--- src/rtl/instr_prefix_queue.sv ---
// Byte-granular circular instruction queue: accepts whole fetch lines, presents a
// 15-byte head window and decodes up to three leading prefixes from it.
module instr_prefix_queue #(
  parameter int QBYTES     = 32,
  parameter int LINE_BYTES = 16
) (
  input  logic                      clk,
  input  logic                      rst_n,
  input  logic                      fill_valid,
  input  logic [8*LINE_BYTES-1:0]   fill_line,
  output logic                      fill_ready,
  input  logic                      flush,
  input  logic                      drain,
  output logic                      out_valid,
  input  logic                      dec_ready,
  input  logic [3:0]                dec_len,
  output logic [7:0]                B1,
  output logic [7:0]                B2,
  output logic [7:0]                B3,
  output logic [7:0]                B4,
  output logic [7:0]                B5,
  output logic [7:0]                B6,
  output logic [119:0]              head_bytes,
  output logic                      isREP,
  output logic                      isSIZE,
  output logic                      isSEG,
  output logic [3:0]                prefSize,
  output logic [5:0]                segSEL,
  output logic                      pref_err,
  output logic [$clog2(QBYTES):0]   count
);

  localparam int PW  = $clog2(QBYTES);
  localparam int CW  = PW + 1;
  localparam int WIN = 15;
  localparam logic [CW-1:0] FILL_MAX = CW'(QBYTES - LINE_BYTES);
  localparam logic [CW-1:0] LINE_CNT = CW'(LINE_BYTES);
  localparam logic [CW-1:0] WIN_CNT  = CW'(WIN);

  function automatic logic is_prefix(input logic [7:0] b);
    case (b)
      8'hF3, 8'h66, 8'h26, 8'h2E, 8'h36, 8'h3E, 8'h64, 8'h65: is_prefix = 1'b1;
      default:                                                is_prefix = 1'b0;
    endcase
  endfunction

  function automatic logic [5:0] seg_onehot(input logic [7:0] b);
    case (b)
      8'h26:   seg_onehot = 6'b000001;
      8'h2E:   seg_onehot = 6'b000010;
      8'h36:   seg_onehot = 6'b000100;
      8'h3E:   seg_onehot = 6'b001000;
      8'h64:   seg_onehot = 6'b010000;
      8'h65:   seg_onehot = 6'b100000;
      default: seg_onehot = 6'b000000;
    endcase
  endfunction

  logic [7:0]    mem_q [QBYTES];
  logic [PW-1:0] rd_ptr_q, rd_ptr_d;
  logic [PW-1:0] wr_ptr_q, wr_ptr_d;
  logic [CW-1:0] count_q, count_d;
  logic [CW-1:0] dec_len_s;
  logic [CW-1:0] take_s;
  logic          fill_acc_s;
  logic          cons_s;
  logic [7:0]    win_s [WIN];
  logic [3:0]    pfx_s;
  logic [1:0]    npfx_s;
  logic          counted_s;
  logic [5:0]    seg_s;

  // Handshake and next-state; an over-long drain consume only takes what is held.
  always_comb begin
    fill_ready = (count_q <= FILL_MAX);
    out_valid  = (count_q >= WIN_CNT) || (drain && (count_q != CW'(0)));
    dec_len_s  = CW'(dec_len);
    fill_acc_s = fill_valid && fill_ready;
    cons_s     = out_valid && dec_ready && (dec_len != 4'd0);
    if (cons_s) begin
      take_s = (dec_len_s > count_q) ? count_q : dec_len_s;
    end else begin
      take_s = CW'(0);
    end
    if (flush) begin
      rd_ptr_d = PW'(0);
      wr_ptr_d = PW'(0);
      count_d  = CW'(0);
    end else begin
      rd_ptr_d = rd_ptr_q + take_s[PW-1:0];
      wr_ptr_d = fill_acc_s ? (wr_ptr_q + PW'(LINE_BYTES)) : wr_ptr_q;
      count_d  = count_q + (fill_acc_s ? LINE_CNT : CW'(0)) - take_s;
    end
  end

  // Queue state and byte storage.
  always_ff @(posedge clk or negedge rst_n) begin
    if (!rst_n) begin
      rd_ptr_q <= PW'(0);
      wr_ptr_q <= PW'(0);
      count_q  <= CW'(0);
      for (int i = 0; i < QBYTES; i++) begin
        mem_q[i] <= 8'h00;
      end
    end else begin
      rd_ptr_q <= rd_ptr_d;
      wr_ptr_q <= wr_ptr_d;
      count_q  <= count_d;
      if (fill_acc_s && !flush) begin
        for (int i = 0; i < LINE_BYTES; i++) begin
          mem_q[wr_ptr_q + PW'(i)] <= fill_line[8*i +: 8];
        end
      end else begin
        for (int i = 0; i < QBYTES; i++) begin
          mem_q[i] <= mem_q[i];
        end
      end
    end
  end

  // Head window: pointer arithmetic wraps naturally at the buffer end.
  always_comb begin
    head_bytes = 120'd0;
    for (int i = 0; i < WIN; i++) begin
      win_s[i]             = mem_q[rd_ptr_q + PW'(i)];
      head_bytes[8*i +: 8] = win_s[i];
    end
  end

  assign B1    = win_s[0];
  assign B2    = win_s[1];
  assign B3    = win_s[2];
  assign B4    = win_s[3];
  assign B5    = win_s[4];
  assign B6    = win_s[5];
  assign count = count_q;

  // Prefix decode; a fourth prefix byte only flags an error, flags come from bytes 0..2.
  always_comb begin
    for (int i = 0; i < 4; i++) begin
      pfx_s[i] = is_prefix(win_s[i]);
    end
    if (!pfx_s[0]) begin
      npfx_s = 2'd0;
    end else if (!pfx_s[1]) begin
      npfx_s = 2'd1;
    end else if (!pfx_s[2]) begin
      npfx_s = 2'd2;
    end else begin
      npfx_s = 2'd3;
    end
    isREP     = 1'b0;
    isSIZE    = 1'b0;
    isSEG     = 1'b0;
    segSEL    = 6'b000000;
    counted_s = 1'b0;
    seg_s     = 6'b000000;
    for (int i = 0; i < 3; i++) begin
      counted_s = (i < int'(npfx_s));
      seg_s     = counted_s ? seg_onehot(win_s[i]) : 6'b000000;
      isREP     = isREP  | (counted_s && (win_s[i] == 8'hF3));
      isSIZE    = isSIZE | (counted_s && (win_s[i] == 8'h66));
      isSEG     = isSEG  | (seg_s != 6'b000000);
      segSEL    = (seg_s != 6'b000000) ? seg_s : segSEL;
    end
    prefSize = 4'b0001 << npfx_s;
    pref_err = &pfx_s;
  end

endmodule

--- config.mk ---
export PLATFORM = sky130hd
export DESIGN_NAME = instr_prefix_queue
export DESIGN_NICKNAME = d
export VERILOG_FILES = /design/src/rtl/instr_prefix_queue.sv
export SDC_FILE = /design/constraint.sdc
export NUM_CORES = 1
export LEC_CHECK = 0
export ABC_AREA = 0
export BUFFER_PORTS_ARGS = -buffer_cell sky130_fd_sc_hd__buf_2
export CORE_ASPECT_RATIO = 0.5
export CORE_MARGIN = 8
export CORE_UTILIZATION = 43
export DETAILED_ROUTE_END_ITERATION = 8
export SYNTH_ARGS = -nofsm -noshare
export SYNTH_HDL_FRONTEND = slang
export SYNTH_SLANG_ARGS = --single-unit
--- constraint.sdc ---
create_clock -name clk -period 7.69 [get_ports clk]
set_input_delay 1.1535 -clock clk [delete_from_list [all_inputs] [get_ports clk]]
set_output_delay 1.1535 -clock clk [all_outputs]
set_load 0.05 [all_outputs]
==> flow_summary.ini <==
[hold_path]
hp-class = input port to asynchronous set/reset pin

[sta]
setup_viol = 0
timing.final.crit_share = 0.890
grt_setup_unrepaired = no
finalClockSkew_ns = 0.0121
period_minus_slack_ns = 6.85
report.final.slew_viol_count = 0
timing.fmax_ghz = 0.146
actual_slew_at_the_worst_max_slew_pin_ns = 1.35
slew_headroom = 0.0944
finalHoldViolations = 0

[worst_setup_path]
worstSetupEndpoint = segSEL[1]
timing.critical_path.fanout_max = 141
crit_cells = 13
worst_r2r_endpoint = count[5]$_DFF_PN0_
worst-endpoint-required_ns = 6.54
rr_startpoint = count[2]$_DFF_PN0_
reg_to_reg_setup_timing_slack_ns = 4.36
worstSetupEndpointType = primary output
setup.worst_path.start = rd_ptr_q[1]$_DFF_PN0_
timing.critical_path.slowest_stage_cell = sky130_fd_sc_hd__buf_4
critical_path.top_delay_family = buffers and inverters
crit_chain = buf_12 -> buf_4 -> mux4_2 -> mux4_2 -> a222oi_1 -> buf_4 -> and2b_1 -> nand3_1 -> o211ai_4 -> o31ai_2 -> or4b_1 -> o21ai_1 -> buf_2
max_stage_delay_ns = 0.76
crit_type = flop to primary output
timing.critical_path.arrival_ns = 5.69
timing.critical_path.buf_inv = 4
worst_setup_path_start_kind = flop
r2r.worst_path.cells = 16

[placement]
place.gp.congestion = 0.969
io_buffer_count = 327
detailedPlacementHpwl_um = 67700
dpl_cell_area_sq_mm = 0.0274

[run_status]
run_status = complete, no violations

[global_routing]
grt_antenna_before_repair = 6
leftover_overflow_at_the_end_of_global_routing = 0
grt_max_degree = 142
first_global_vias = 19496
global_route.usage.total = 0.254
grt_first_pass_wirelength_um = 131000

[yosys]
synthFlopType = sky130_fd_sc_hd__dfrtp_1
synth_cells = 1985
synth_area_sq_mm = 0.0253
postSynth.asyncResetShare = 1.00
yosysUniqueCellTypes = 65
ys_seq_elements = 268
post_synth.cell_area_avg_sq_um = 12.7
mappedNetlistNets = 2155
synth_sequential_area_ratio = 0.266
synth_edf_count = 0
synth.yosys.warnings = 0

[finish]
post_route_cells_drive_above_1_share = 0.593
core_util_final = 0.490
most-common-layout-cells = sky130_fd_sc_hd__mux2_2, sky130_fd_sc_hd__mux4_2, sky130_fd_sc_hd__buf_2
area.growth.synth_to_final_pct = 11.9
final_common_cell = sky130_fd_sc_hd__mux2_2
multi_input_combinational_cell_area_sq_mm = 0.0174
postLayoutCellArea_sq_mm = 0.0283
final_net_count = 2361
layout_fillers = 5183
final-seq-area_sq_mm = 0.00672

[cts]
cts_hold_buffers = 0
clock-root-buffer = sky130_fd_sc_hd__clkbuf_16
maximum_buffer_depth_of_the_clock_tree = 3
ctsHtreeMaxLevel = 1
worst_skew_pair.late_latency_ns = 0.59
cts_made_buffers = 27
path_clk_slew_ns = 0.07
tritoncts = built
clock-sinks = 268
postCtsResizedCells = 0
cts_post_setup_buffers_inserted = 0

[routing]
num_vias = 19393
vias_per_cell = 6.51
drt_wl_total_um = 87500
ant_nets = 0
post-route-drc-count = 0
drt-wirelength-per-cell_um = 29.4
dr.pass1.iters = 8
initialDrtViolationCount = 1746

[floorplan]
core.rowCount = 62
core_area_sq_mm = 0.0577
initial_core_util = 0.438
num_io_pins = 328
die_y_um = 187
chipWidth_um = 359
die_area_sq_mm = 0.0672

[flow_run]
max_cap_viol_count = 0
## worst register-to-register path, delay by kind of cell, from the launching register on
| kind | cells | cell delay [ns] |
|---|---|---|
| AOI/OAI and AO/OA | 5 | 0.77 |
| xor gates and xnor gates | 1 | 0.15 |
| adders and majority gates | 4 | 1.15 |
| buffers and inverters | 3 | 0.24 |
| DFF | 1 | 0.42 |
| muxes | 1 | 0.13 |
| and+or+nand+nor | 2 | 0.35 |
## synthesized netlist by cell type, types with 11 or more instances
cell                       count  area, sq um
sky130_fd_sc_hd__mux2_2      497         5600
sky130_fd_sc_hd__mux4_2      346         7790
sky130_fd_sc_hd__dfrtp_1     268         6710
sky130_fd_sc_hd__nand2_1     169          634
sky130_fd_sc_hd__nor2_1      139          522
sky130_fd_sc_hd__clkbuf_1     86          323
sky130_fd_sc_hd__mux2i_1      68          681
sky130_fd_sc_hd__buf_4        55          413
sky130_fd_sc_hd__a21oi_1      50          250
sky130_fd_sc_hd__inv_1        44          165
sky130_fd_sc_hd__buf_2        33          165
sky130_fd_sc_hd__ha_1         29          363
sky130_fd_sc_hd__buf_6        19          214
sky130_fd_sc_hd__xnor2_1      17          149
sky130_fd_sc_hd__buf_1        11         41.3
sky130_fd_sc_hd__o22ai_1      11         68.8
sky130_fd_sc_hd__xor2_1       11         96.3
## sequential cells by signal (all words and copies together) (netlist names)
signal and cells:
rd_ptr_q 5, count 6, mem_q 256, wr_ptr_q 1
## cell families after synthesis
logic type | synth area share
AO/OA/AOI/OAI | 0.0308
other | 0.000149
AND/OR/NAND/NOR | 0.0620
XOR/XNOR | 0.0104
multiplexers | 0.560
flip-flops | 0.266
buffers and inverters | 0.0541
adder cells (fa/ha/maj) | 0.0167
## worst min-delay path by stage
stage / cells after the start / slack (ns) / to
after detailed placement: 1 / 0.56 / mem_q[142]$_DFFE_PN0P_
after floorplan: 1 / 0.52 / mem_q[31]$_DFFE_PN0P_
after global routing: 1 / 0.51 / mem_q[235]$_DFFE_PN0P_
final: 1 / 0.50 / mem_q[235]$_DFFE_PN0P_
after global placement: 1 / 0.55 / mem_q[142]$_DFFE_PN0P_
after CTS: 1 / 0.50 / mem_q[235]$_DFFE_PN0P_
## metal layers
| layer | global-route usage | up-vias | part of all wire |
|---|---|---|---|
| met5 | 0 | - | 0.00072 |
| met4 | 0.0843 | 10 | 0.041 |
| met3 | 0.0485 | 171 | 0.076 |
| met2 | 0.442 | 839 | 0.50 |
| met1 | 0.317 | 10248 | 0.38 |
| li1 | - | 8125 | - |
## area by class of cell
class                           instances  area share
Timing Repair Buffer                  383      0.0758
Multi-Input combinational cell       1466       0.616
Clock inverter                         10     0.00363
Tap cell                              768      0.0340
Inverter                               45     0.00598
Clock buffer                           38      0.0271
Antenna cell                            2    0.000177
Sequential cell                       268       0.238
## metrics by stage
step / hold WS, ns / TNS [ns] / setup slack, ns / instances
after floorplan: 0.524 / -0.262 / -0.262 / 1985
after global placement: 0.552 / 0 / 1.56 / 2930
after detailed placement: 0.558 / 0 / 1.50 / 2930
after CTS: 0.497 / 0 / 0.859 / 2978
after global routing: 0.514 / 0 / 0.531 / 2978
final: 0.501 / 0 / 0.842 / 2980
Power is left out: the tool's default activity adds up to more than one toggle a clock period on the data nets, which glitch-free logic cannot reach.
